## src/rtl/mm2axi4_pkg.sv

```systemverilog
// Shared types and constants for the CPU-to-AXI4 single-beat bridge.
package mm2axi4_pkg;

   typedef enum logic [1:0] {
      IDLE = 2'd0,
      RD   = 2'd1,
      WR   = 2'd2,
      DONE = 2'd3
   } state_t;

   localparam logic [1:0] RESP_OKAY     = 2'b00;
   localparam logic [1:0] RESP_EXOKAY   = 2'b01;
   localparam logic [1:0] RESP_SLVERR   = 2'b10;
   localparam logic [1:0] RESP_DECERR   = 2'b11;
   localparam logic [1:0] BURST_INCR    = 2'b01;
   localparam logic [2:0] SIZE_4B       = 3'b010;
   localparam logic [3:0] CACHE_BUF_MOD = 4'b0011;

   // Number of address bits that select a 32-bit lane within one data beat.
   function automatic int lane_bits(input int datalen);
      return (datalen >= 128) ? 2 : (datalen >= 64) ? 1 : 0;
   endfunction

   function automatic logic is_err(input logic [1:0] resp);
      logic e;
      case (resp)
         RESP_OKAY, RESP_EXOKAY:   e = 1'b0;
         RESP_SLVERR, RESP_DECERR: e = 1'b1;
      endcase
      return e;
   endfunction

endpackage

```

## src/rtl/mm2axi4_lane.sv

```systemverilog
// Combinational lane steering: replicates write data, positions strobes, and
// extracts the addressed 32-bit word from a read beat.
module mm2axi4_lane
   import mm2axi4_pkg::*;
#(
   parameter int AXI4_DATALEN = 32
) (
   input  logic [31:0]               d,
   input  logic [3:0]                be,
   input  logic [1:0]                wr_lane,
   input  logic [1:0]                rd_lane,
   input  logic [AXI4_DATALEN-1:0]   rdata,
   output logic [AXI4_DATALEN-1:0]   wdata,
   output logic [AXI4_DATALEN/8-1:0] wstrb,
   output logic [31:0]               rword
);
   localparam int NL    = 1 << lane_bits(AXI4_DATALEN);
   localparam int STRBW = AXI4_DATALEN / 8;
   localparam logic [1:0] LMASK = 2'(NL - 1);

   logic [1:0] wl, rl;

   assign wl    = wr_lane & LMASK;
   assign rl    = rd_lane & LMASK;
   assign wdata = {NL{d}};
   assign wstrb = STRBW'(be) << (4 * wl);

   always_comb begin
      rword = '0;
      for (int i = 0; i < NL; i++) begin
         if (rl == 2'(i)) rword = rdata[32*i +: 32];
      end
   end

endmodule

```

## src/rtl/mm2axi4_bridge.sv

```systemverilog
// Single-beat CPU-bus to AXI4 manager bridge (IDLE/RD/WR/DONE).
// Optional transaction timeout enabled by defining MM2AXI4_TIMEOUT_EN.
module mm2axi4_bridge
   import mm2axi4_pkg::*;
#(
   parameter int AXI4_IDLEN     = 12,
   parameter int AXI4_ADDRLEN   = 32,
   parameter int AXI4_DATALEN   = 32,
   parameter int TIMEOUT_CYCLES = 1024
) (
   input  logic                      clk,
   input  logic                      rst,
   input  logic [31:0]               a,
   input  logic [31:0]               d,
   input  logic [3:0]                be,
   input  logic                      we,
   input  logic                      rd,
   output logic [31:0]               spo,
   output logic                      ready,
   output logic                      err,
   output logic                      irq,
   output logic [AXI4_IDLEN-1:0]     m_axi_awid,
   output logic [AXI4_ADDRLEN-1:0]   m_axi_awaddr,
   output logic [7:0]                m_axi_awlen,
   output logic [2:0]                m_axi_awsize,
   output logic [1:0]                m_axi_awburst,
   output logic                      m_axi_awlock,
   output logic [3:0]                m_axi_awcache,
   output logic [2:0]                m_axi_awprot,
   output logic [3:0]                m_axi_awqos,
   output logic                      m_axi_awvalid,
   input  logic                      m_axi_awready,
   output logic [AXI4_DATALEN-1:0]   m_axi_wdata,
   output logic [AXI4_DATALEN/8-1:0] m_axi_wstrb,
   output logic                      m_axi_wlast,
   output logic                      m_axi_wvalid,
   input  logic                      m_axi_wready,
   input  logic [AXI4_IDLEN-1:0]     m_axi_bid,
   input  logic [1:0]                m_axi_bresp,
   input  logic                      m_axi_bvalid,
   output logic                      m_axi_bready,
   output logic [AXI4_IDLEN-1:0]     m_axi_arid,
   output logic [AXI4_ADDRLEN-1:0]   m_axi_araddr,
   output logic [7:0]                m_axi_arlen,
   output logic [2:0]                m_axi_arsize,
   output logic [1:0]                m_axi_arburst,
   output logic                      m_axi_arlock,
   output logic [3:0]                m_axi_arcache,
   output logic [2:0]                m_axi_arprot,
   output logic [3:0]                m_axi_arqos,
   output logic                      m_axi_arvalid,
   input  logic                      m_axi_arready,
   input  logic [AXI4_IDLEN-1:0]     m_axi_rid,
   input  logic [AXI4_DATALEN-1:0]   m_axi_rdata,
   input  logic [1:0]                m_axi_rresp,
   input  logic                      m_axi_rlast,
   input  logic                      m_axi_rvalid,
   output logic                      m_axi_rready
);
   localparam int STRBW = AXI4_DATALEN / 8;

   state_t                    state, state_nx;
   logic [1:0]                lane_q;
   logic [AXI4_DATALEN-1:0]   wdata_c;
   logic [STRBW-1:0]          wstrb_c;
   logic [31:0]               rword;
   logic [AXI4_ADDRLEN-1:0]   addr_c;
   logic                      rd_fin, wr_fin, tmo;
   logic                      unused_ok;

   assign m_axi_awid    = '0;
   assign m_axi_awlen   = 8'd0;
   assign m_axi_awsize  = SIZE_4B;
   assign m_axi_awburst = BURST_INCR;
   assign m_axi_awlock  = 1'b0;
   assign m_axi_awcache = CACHE_BUF_MOD;
   assign m_axi_awprot  = 3'd0;
   assign m_axi_awqos   = 4'd0;
   assign m_axi_arid    = '0;
   assign m_axi_arlen   = 8'd0;
   assign m_axi_arsize  = SIZE_4B;
   assign m_axi_arburst = BURST_INCR;
   assign m_axi_arlock  = 1'b0;
   assign m_axi_arcache = CACHE_BUF_MOD;
   assign m_axi_arprot  = 3'd0;
   assign m_axi_arqos   = 4'd0;
   assign m_axi_wlast   = m_axi_wvalid;

   assign ready  = (state == IDLE) & ~(we | rd);
   assign addr_c = AXI4_ADDRLEN'({a[31:2], 2'b00});
   assign rd_fin = (state == RD) & m_axi_rvalid & m_axi_rready;
   // B counts only when AW and W are done, including handshakes in this same cycle.
   assign wr_fin = (state == WR) & m_axi_bvalid & m_axi_bready
                 & (~m_axi_awvalid | m_axi_awready) & (~m_axi_wvalid | m_axi_wready);
   assign unused_ok = ^{m_axi_bid, m_axi_rid, m_axi_rlast, a[1:0], (TIMEOUT_CYCLES > 0)};

   mm2axi4_lane #(.AXI4_DATALEN(AXI4_DATALEN)) u_lane (
      .d       (d),
      .be      (be),
      .wr_lane (a[3:2]),
      .rd_lane (lane_q),
      .rdata   (m_axi_rdata),
      .wdata   (wdata_c),
      .wstrb   (wstrb_c),
      .rword   (rword)
   );

`ifdef MM2AXI4_TIMEOUT_EN
   localparam int CW = $clog2(TIMEOUT_CYCLES + 1);
   logic [CW-1:0] cnt;

   always_ff @(posedge clk or posedge rst) begin
      if (rst)                                cnt <= '0;
      else if (state == IDLE && (rd || we))   cnt <= '0;
      else if (state == RD || state == WR)    cnt <= cnt + 1'b1;
   end

   assign tmo = (state == RD || state == WR) && (cnt == CW'(TIMEOUT_CYCLES - 1)) && !rd_fin && !wr_fin;
`else
   assign tmo = 1'b0;
`endif

   always_ff @(posedge clk or posedge rst) begin
      if (rst) state <= IDLE;
      else     state <= state_nx;
   end

   always_comb begin
      state_nx = state;
      case (state)
         IDLE:    if (rd) state_nx = RD; else if (we) state_nx = WR;
         RD:      if (rd_fin || tmo) state_nx = DONE;
         WR:      if (wr_fin || tmo) state_nx = DONE;
         DONE:    state_nx = IDLE;
         default: state_nx = IDLE;
      endcase
   end

   always_ff @(posedge clk or posedge rst) begin
      if (rst) begin
         m_axi_awvalid <= 1'b0;
         m_axi_wvalid  <= 1'b0;
         m_axi_bready  <= 1'b0;
         m_axi_arvalid <= 1'b0;
         m_axi_rready  <= 1'b0;
         m_axi_awaddr  <= '0;
         m_axi_araddr  <= '0;
         m_axi_wdata   <= '0;
         m_axi_wstrb   <= '0;
         lane_q        <= 2'd0;
         spo           <= 32'd0;
         err           <= 1'b0;
         irq           <= 1'b0;
      end else begin
         irq <= 1'b0;
         case (state)
            IDLE: begin
               if (rd) begin
                  m_axi_arvalid <= 1'b1;
                  m_axi_rready  <= 1'b1;
                  m_axi_araddr  <= addr_c;
                  lane_q        <= a[3:2];
                  err           <= 1'b0;
               end else if (we) begin
                  m_axi_awvalid <= 1'b1;
                  m_axi_wvalid  <= 1'b1;
                  m_axi_bready  <= 1'b1;
                  m_axi_awaddr  <= addr_c;
                  m_axi_wdata   <= wdata_c;
                  m_axi_wstrb   <= wstrb_c;
                  err           <= 1'b0;
               end
            end
            RD: begin
               m_axi_arvalid <= m_axi_arvalid & ~m_axi_arready;
               if (rd_fin) begin
                  m_axi_arvalid <= 1'b0;
                  m_axi_rready  <= 1'b0;
                  spo           <= rword;
                  err           <= is_err(m_axi_rresp);
                  irq           <= is_err(m_axi_rresp);
               end else if (tmo) begin
                  m_axi_arvalid <= 1'b0;
                  m_axi_rready  <= 1'b0;
                  spo           <= 32'hFFFF_FFFF;
                  err           <= 1'b1;
                  irq           <= 1'b1;
               end
            end
            WR: begin
               m_axi_awvalid <= m_axi_awvalid & ~m_axi_awready;
               m_axi_wvalid  <= m_axi_wvalid & ~m_axi_wready;
               if (wr_fin) begin
                  m_axi_bready <= 1'b0;
                  err          <= is_err(m_axi_bresp);
                  irq          <= is_err(m_axi_bresp);
               end else if (tmo) begin
                  m_axi_awvalid <= 1'b0;
                  m_axi_wvalid  <= 1'b0;
                  m_axi_bready  <= 1'b0;
                  err           <= 1'b1;
                  irq           <= 1'b1;
               end
            end
            default: ;
         endcase
      end
   end

endmodule

```

## config.mk

```make
export PLATFORM = sky130hd
export DESIGN_NAME = mm2axi4_bridge
export DESIGN_NICKNAME = d
export VERILOG_FILES = /design/src/rtl/mm2axi4_pkg.sv /design/src/rtl/mm2axi4_lane.sv /design/src/rtl/mm2axi4_bridge.sv
export SDC_FILE = /design/constraint.sdc
export NUM_CORES = 1
export LEC_CHECK = 0
export CAP_MARGIN = 20
export CORE_MARGIN = 5
export CORE_UTILIZATION = 34
export DETAILED_ROUTE_END_ITERATION = 16
export PLACE_DENSITY = 0.73
export SYNTH_ARGS = -nofsm -noshare
export SYNTH_HDL_FRONTEND = slang
export SYNTH_SLANG_ARGS = --single-unit
```

## constraint.sdc

```tcl
create_clock -name clk -period 4.9 [get_ports clk]
set_clock_uncertainty 0.15 [all_clocks]
set_input_delay 1.47 -clock clk [delete_from_list [all_inputs] [get_ports clk]]
set_output_delay 1.47 -clock clk [all_outputs]
set_load 0.02 [all_outputs]
```

After elaboration in Yosys (flattened, before gate mapping):

Index checks and enable logic that the tools add are counted.

* bits in registers: 137
* bits of input ports: 138
* output and inout bits: 215
* logic and storage cells: 93

* eq/ne operators: 15
* multiplexer cells: 26
* bitwise operators: 20
* reduce and logical (&&, ||, !) cells: 19

Operator list (number)
* case mux 1 bit (2 select lines): 8
* == test 2 bit (second input constant): 6
* two-way mux 1 bit: 12
* AND reduction 3 bit: 4
* bitwise AND 1 bit: 10
* != test 2 bit (second input constant): 5
* two-way mux 2 bit: 4
* case mux 2 bit (4 select lines): 1
* AND reduction 4 bit: 2
* OR reduction 2 bit: 4
* inverter 1 bit: 7
* == test 2 x 1 -> 1 bit (second input constant): 3
* zero test 2 bit: 3
* AND reduction 2 bit: 3
* nonzero test 2 bit: 2
* != test 3 bit (second input constant): 1
* bitwise OR 1 bit: 3
* case mux 1 bit (3 select lines): 1
* nonzero test 3 bit: 1

Logic depth before layout (Yosys ltp):

Gate-level depths: netlist of run 1.

* depth in word-level cells: 7
* depth in mapped cells: 8
* gate-level depth less buffers: 6

Cells and area by module:

Synthesis of run 1 repeated with hierarchy kept, for this count alone.

* cell total of the unflattened synthesis: 478
* area total of the unflattened synthesis: 6363.6 um^2

By module, submodules not included
* mm2axi4_bridge: times used 1, cells an instance 410, area an instance 5853.1 um^2
* mm2axi4_lane: times used 1, cells an instance 68, area an instance 510.5 um^2

Worst setup path before layout of run 1:

Ideal clock, no wire load.

* path kind: in2out
* start point: input port rd
* end point: output port ready
* data arrival time: 1.966 ns
* required time: 3.280 ns
* slack: 1.314 ns
* stages: 2
* path buffers: 0
* cells stage by stage: nand2b_1 > nor2_1

* longest elaborated chain between the ends: 3

Ends and longest elaborated chain
* start: declaration: RTL line mm2axi4_bridge.sv:17 `input logic rd,`
* bitwise OR 1 bit: RTL line mm2axi4_bridge.sv:89 `assign ready = (state == IDLE) & ~(we | rd);`
* inverter 1 bit: RTL line mm2axi4_bridge.sv:89
* bitwise AND 1 bit: RTL line mm2axi4_bridge.sv:89
* end: declaration: RTL line mm2axi4_bridge.sv:19 `output logic ready,`

Every way passes these cells.

Final worst setup path of run 1:

Ends and elaborated chain as after synthesis.

==> metrics.md, run 1 <==
| Metric | Value |
|---|---|
| First-pass DRT Iterations | `4` |
| Final number of setup-violating endpoints | `0` |
| Total CTS buffers | `17` |
| Worst skew pair latency | `410 ps` |
| Die height | `141.2 um` |
| DRT Wirelength | `approximately 15000 um` |
| Critical Path RT | `approximately 3300 ps` |
| Largest vdd supply drop | `0.0002179 V` |
| Design Area, Final | `8832 um2` |
| Crit path arrival time | `just over 3000 ps` |
| Setup Fix Bufs, Post-CTS | `0` |
| Final Hold Viols | `0` |
| Die area | `19940 um2` |
| Syn Area/Cell | `14.28 um2` |
| WL/cell | `16.32 um` |
| Power density over the cells | `287.9 nW/um2` |
| Largest net degree at the start of global routing | `77` |
| Worst hold path depth | `1` |
| Asr flop ratio synth | `100.0%` |
| WHS | `335.3 ps` |
| P&R area growth vs syn | `50.90%` |
| Pins Over Slew Limit | `0` |
| CTS tree | `yes` |
| Global Route Usage Sum | `14.61%` |
| M2 GR Usage | `26.16%` |
| Post-CTS Resized | `0` |
| Cell variety after synth | `26` |
| Setup CP Type | `primary input to output port` |
| Seq/Total Area, Yosys | `58.57%` |
| Post-synth EDFFs | `0` |
| Slew margin rel. | `45.62%` |
| R2R depth | `5` |
| H-Tree Depth | `4` |
| Initial Util | `34.20%` |
| Met1 Resource Use GR | `14.56%` |
| Yosys top cell by area | `dfrtp_1` |
| DP HPWL | `11250 um` |
| Total overflow reported by the global router | `0` |
| Main flop type after synthesis | `dfrtp_1` |
| Final Cycle Share | `94.71%` |
| Die X | `141.2 um` |
| Clock root buffer | `clkbuf_16` |
| ANT nets after route | `0` |
| Clk sinks | `roughly 140` |
| First-pass GRT wire length | `22680 um` |
| RD Place Congestion | `around 0.74` |
| Clk slew on worst S/H paths | `~50 ps` |
| Synth cell count leaders | `dfrtp_1, buf_4, mux2_1` |
| Max Cap Viol | `0` |
| Initial antenna violation count | `0` |
| Min Tclk post-route | `roughly 4600 ps` |
| Drt initial violations | `59` |
| Vias in the first global route | `~4200` |
| Synthesized area | `5853 um2` |
| CP startpoint kind | `primary input` |
| Core ar. | `17120 um2` |
| Clock buffer depth | `2` |
| I/O Buffers | `245` |
| Via count | `3896` |
| RSZ-0062 raised after global routing | `false` |
| Diode count | `0` |
| Row cnt | `48` |
| Hold_buf cts | `0` |
| Actual slew at the worst max-slew pin | `roughly 810 ps` |
| Fill count | `1497` |
| CP Capture Type | `output port` |
| Post-Route Setup TNS | `0 ps` |
| Synth warnings | `0` |
| Synth top area share | `58.57%` |
| Post-Synthesis Cells | `410` |
| Maximum fanout along the worst path | `5` |
| Residual DRC count | `0` |
| Ratio of cells with drive above 1 in the final layout | `13.80%` |
| M3 GR Usage | `6.581%` |
| Leak | `4.336 nW` |
| Top post-synthesis cells by area | `dfrtp_1, mux2_1, mux2_2` |
| Fmax | `215.5 MHz` |
| Status | `finished, final reports clean` |
| Cell Area, Placed | `8260 um2` |
| Nets | `802` |
| DR vias/cell | `4.334` |
| Most common cell in the netlist | `dfrtp_1` |
| I/O Pins | `roughly 350` |
| Worst hold path class | `register to register` |
| GR peak layer | `met2` |
| Yosys reg bits | `137` |
-- sequential cells by signal, indices dropped and copies added (netlist names), 2 cells and up --
register and count:
m_axi_wdata 32, spo 32, m_axi_wstrb 4, m_axi_awaddr 30, m_axi_araddr 30, state 2
-- per-stage QoR --
step	total power [W]	std cells	utilization, %	setup slack (ps)
finish	0.002543	899	51.60	259.1
global route	0.002647	899	51.60	189.5
CTS	0.002574	899	51.60	254.9
detailed placement	0.001323	867	48.26	254.9
global placement	0.001319	867	48.26	279.0
floorplan	0.001271	486	-	1314
-- layout make-up --
cell class / count / area [um2] / area share [%]
sequential: 137 / 3428 / 38.82
timing repair buffer: 250 / 2502 / 28.33
multi-input combinational: 249 / 2022 / 22.89
clock buffer: 20 / 446.7 / 5.057
tap: 225 / 281.5 / 3.187
clock inverter: 12 / 125.1 / 1.417
inverter: 6 / 26.28 / 0.2975
-- logic make-up after synthesis --
group	Yosys count	synth area share [%]
flops	137	58.57
mux	131	25.25
buf+inv	100	11.80
compound gates	19	2.180
simple gates	18	1.432
fa+ha+maj	3	0.6414
other cells	2	0.1283
-- cells in the final DEF (no fill, tap or decap), drive strengths merged --
cell	n
mux2i	1
bufinv	2
o21ai	7
and3	1
clkbuf	20
a221oi	1
conb	78
clkinvlp	4
clkinv	6
dfrtp	137
and2	1
a21o	1
buf	5
o2111ai	1
a22oi	2
nor2	4
inv	6
nand2	8
a31oi	1
nand3b	1
a21oi	3
o2111a	1
clkdlybuf4s50	245
nand2b	3
ha	3
mux2	130
a22o	1
a221o	1
-- power breakdown --
part           internal, W  switching, W  leakage [nW]
Sequential         0.00113             0          1.90
Combinational    0.0000788     0.0000922          2.16
Clock             0.000759      0.000481         0.276
Total              0.00197      0.000573          4.34
-- metal layers --
layer	vias up	share of wire [%]	wire length (um)
li1	1742	-	-
met1	1931	33	4878
met5	-	0	0
met4	0	2.5	364
met3	29	11	1664
met2	194	53	7769
-- worst paths after layout --
check / slack [ps] / startpoint / to
max: 260 / rd / ready
min: 340 / m_axi_awaddr[16] / m_axi_awaddr[16]
max reg2reg: 2480 / state[1] / spo[24]
min reg2reg: 340 / m_axi_awaddr[16] / m_axi_awaddr[16]
max in group asynchronous: 2380 / rst / m_axi_awaddr[28]
min in group asynchronous: 1380 / rst / m_axi_awaddr[29]
-- critical path: stages --
cell and delay [ps]:
clkdlybuf4s50_1 480, nand2b_1 220, nor2_1 190, clkdlybuf4s50_1 660
No activity file was read; power rests on OpenSTA's default activity.
==> run 2: changes to the inputs <==
CORE_UTILIZATION = 35   (was 34)
CTS_BUF_LIST = sky130_fd_sc_hd__clkbuf_2   (was not set)
PLACE_DENSITY = 0.75   (was 0.73)
==> run 2 against run 1 <==
Compared with the run above: first-iteration DRC count increased by 10%; largest cell class unchanged; combinational power about the same; worst setup slack better by 20 ps; sequential cell count unchanged; sequential power hardly changed; cell count decreased by 0.67%; non-clock buffer count down 1; wire length shrank 0.22%; die area is 2.7% lower; final area down 3.1%; clock power fell by 34%; critical path type unchanged; sequential share of layout area is 1.2 points higher.
==> metrics.md, run 2 (same netlist as run 1, synthesis figures left out) <==
| Metric | Value |
|---|---|
| Clock root buffer | `clkbuf_2` |
| Clock buffer depth | `2 (unchanged)` |
| Reg2reg start | `state[0]` |
| Largest net degree at the start of global routing | `138 (+79%)` |
| Largest vdd supply drop | `0.0001439 V (-34%)` |
| Critical Path RT | `3280 ps (about the same)` |
| Row cnt | `47 (-2.1%)` |
| Sw Share | `24.50% (+2.0 points)` |
| Final Cycle Share | `94.29% (-0.42 points)` |
| Worst skew pair latency | `680 ps (+270 ps)` |
| Residual DRC count | `0 (unchanged)` |
| Hold_buf cts | `0 (unchanged)` |
| Total CTS buffers | `17 (unchanged)` |
| Worst hold path class | `register to register` |
| Worst slack, placed | `269.2 ps (+14.34 ps)` |
| Post-CTS Resized | `0 (unchanged)` |
| Cell repeated most along the worst path | `clkdlybuf4s50_1` |
| RD Place Congestion | `0.7607 (+2.3%)` |
| RSZ-0062 raised after global routing | `false` |
| Logic pwr share | `8.0% (+1.3 points)` |
| Setup CP Type | `primary input to output port` |
| Global Route Usage Sum | `14.85% (+0.23 points)` |
| Crit-path cells | `clkdlybuf4s50_1 -> nand2b_1 -> nor2_1 -> clkdlybuf4s50_1` |
| Drt initial violations | `65 (+10%)` |
| Hold path startpoint | `err` |
| Placed cell count | `861 (-0.69%)` |
| Status | `finished, final reports clean` |
| P_sw | `0.0005194 W (-9.4%)` |
| Hold path endpoint | `err` |
| DRT Wirelength | `14640 um (-0.22%)` |
| Total Power | `0.002120 W (-17%)` |
| WL/cell | `16.40 um (+0.45%)` |
| Final number of setup-violating endpoints | `0 (unchanged)` |
| Initial Util | `35.42% (+1.2 points)` |
| Die X | `139.3 um (-1.3%)` |
| Power density over the cells | `247.6 nW/um2 (-14%)` |
| Register share of total power | `53.4% (+8.9 points)` |
| Min Tclk post-route | `4620 ps (-20.46 ps)` |
| Crit path arrival time | `3000 ps (-20 ps)` |
| Final Hold Viols | `0 (unchanged)` |
| CP Capture Type | `output port` |
| DR vias/cell | `4.351 (+0.39%)` |
| Worst hold path depth | `1 (unchanged)` |
| Non-filler cells, final | `893 (-0.67%)` |
| Nets | `801 (-0.12%)` |
| Crit path max-delay family | `buffers and inverters` |
| First-pass DRT Iterations | `4 (unchanged)` |
| Most common cell after layout, fill and taps aside | `clkdlybuf4s50_1` |
| DP HPWL | `10940 um (-2.7%)` |
| Die height | `139.3 um (-1.3%)` |
| Ratio of cells with drive above 1 in the final layout | `13.52% (-0.28 points)` |
| Slew margin rel. | `50.56% (+4.9 points)` |
| Core ar. | `16520 um2 (-3.5%)` |
| Actual slew at the worst max-slew pin | `741.6 ps (-71.21 ps)` |
| Clk slew on worst S/H paths | `170 ps (+120 ps)` |
| Max Cap Viol | `0 (unchanged)` |
| Maximum fanout along the worst path | `5 (unchanged)` |
| Pins Over Slew Limit | `0 (unchanged)` |
| CTS tree | `yes` |
| Worst setup margin | `279.6 ps (+20.46 ps)` |
| R2R depth | `5 (unchanged)` |
| ANT nets after route | `0 (unchanged)` |
| Initial antenna violation count | `0 (unchanged)` |
| Post-Route Setup TNS | `0 ps (unchanged)` |
| Worst path slowest cell | `clkdlybuf4s50_1` |
| Diode count | `0 (unchanged)` |
| Reg2Reg Setup Slack | `2610 ps (+130 ps)` |
| CP startpoint kind | `primary input` |
| Clk sinks | `137 (unchanged)` |
| Leak | `4.240 nW (-2.2%)` |
| I/O Buffers | `245 (unchanged)` |
| Vias in the first global route | `4241 (+1.4%)` |
| H-Tree Depth | `4 (unchanged)` |
| P_int | `0.001600 W (-19%)` |
| I/O Pins | `353 (unchanged)` |
| P&R area growth vs syn | `46.28%` |
| Total overflow reported by the global router | `0 (unchanged)` |
| Die area | `19410 um2 (-2.7%)` |
| Commonest non-fill, non-tap cells in the layout | `clkdlybuf4s50_1, dfrtp_1, conb_1` |
| First-pass GRT wire length | `22800 um (+0.55%)` |
| Clock power frac | `38.6% (-10 points)` |
| Worst R2R End | `m_axi_araddr[27]` |
| Via count | `3885 (-0.28%)` |
| Max incr delay on CP | `660 ps (about the same)` |
| Fmax | `216.4 MHz (+0.44%)` |
| Final Util | `51.81% (+0.21 points)` |
| Setup Fix Bufs, Post-CTS | `0 (unchanged)` |
| Largest registers | `m_axi_wdata: 32 flops, spo: 32 flops` |
| Crit path buffers/inverters | `2 (unchanged)` |
==> run 2: through the flow <==
step	cell area [um2]	hold slack, ps
finish	8562	360.0
global route	8562	384.0
CTS	8562	370.1
detailed placement	8257	326.4
global placement	8257	318.9
floorplan	6142	360.8
==> run 2: layout make-up <==
cell class | count | area, um2
inverter | 6 | 26.28
multi-input combinational | 249 | 2019
fill | 1432 | 7963
timing repair buffer | 249 | 2507
clock buffer | 17 | 85.08
sequential | 137 | 3428
clock inverter | 15 | 220.2
tap | 220 | 275.3
==> run 2: per-layer routing <==
metal / vias up / wire length [um] / global-route usage, %
met3: 18 / 1816 / 8.096
met2: 210 / 7683 / 26.49
met1: 1908 / 4887 / 14.58
met4: 0 / 255 / 5.098
met5: - / 0 / 0
li1: 1749 / - / -
==> run 2: worst max path at each step <==
stage,start,end,slack [ps],cells past startpoint
3_3_place_gp,rd,ready,310,4
4_1_cts,rd,ready,270,4
6_report,rd,ready,280,4
2_1_floorplan,rd,ready,1310,2
5_1_grt,rd,ready,200,4
3_5_place_dp,rd,ready,270,4
==> run 2: worst register-to-register path, delay by kind of cell (launching register included) <==
kind | cells | cell delay [ps]
multiplexers | 1 | 400
buffers and inverters | 2 | 490
adder cells (fa/ha/maj) | 1 | 310
AND/OR/NAND/NOR | 1 | 440
flip-flops | 1 | 420
==> run 2: power groups by stage <==
| stage | Combinational [W] | Sequential (W) | Clock [W] |
|---|---|---|---|
| detailed placement | 0.000170 | 0.00115 | 0 |
| CTS | 0.000171 | 0.00113 | 0.000862 |
| global route | 0.000184 | 0.00113 | 0.000910 |
| global placement | 0.000166 | 0.00115 | 0 |
| floorplan | 0.000119 | 0.00115 | 0 |
| finish | 0.000170 | 0.00113 | 0.000817 |
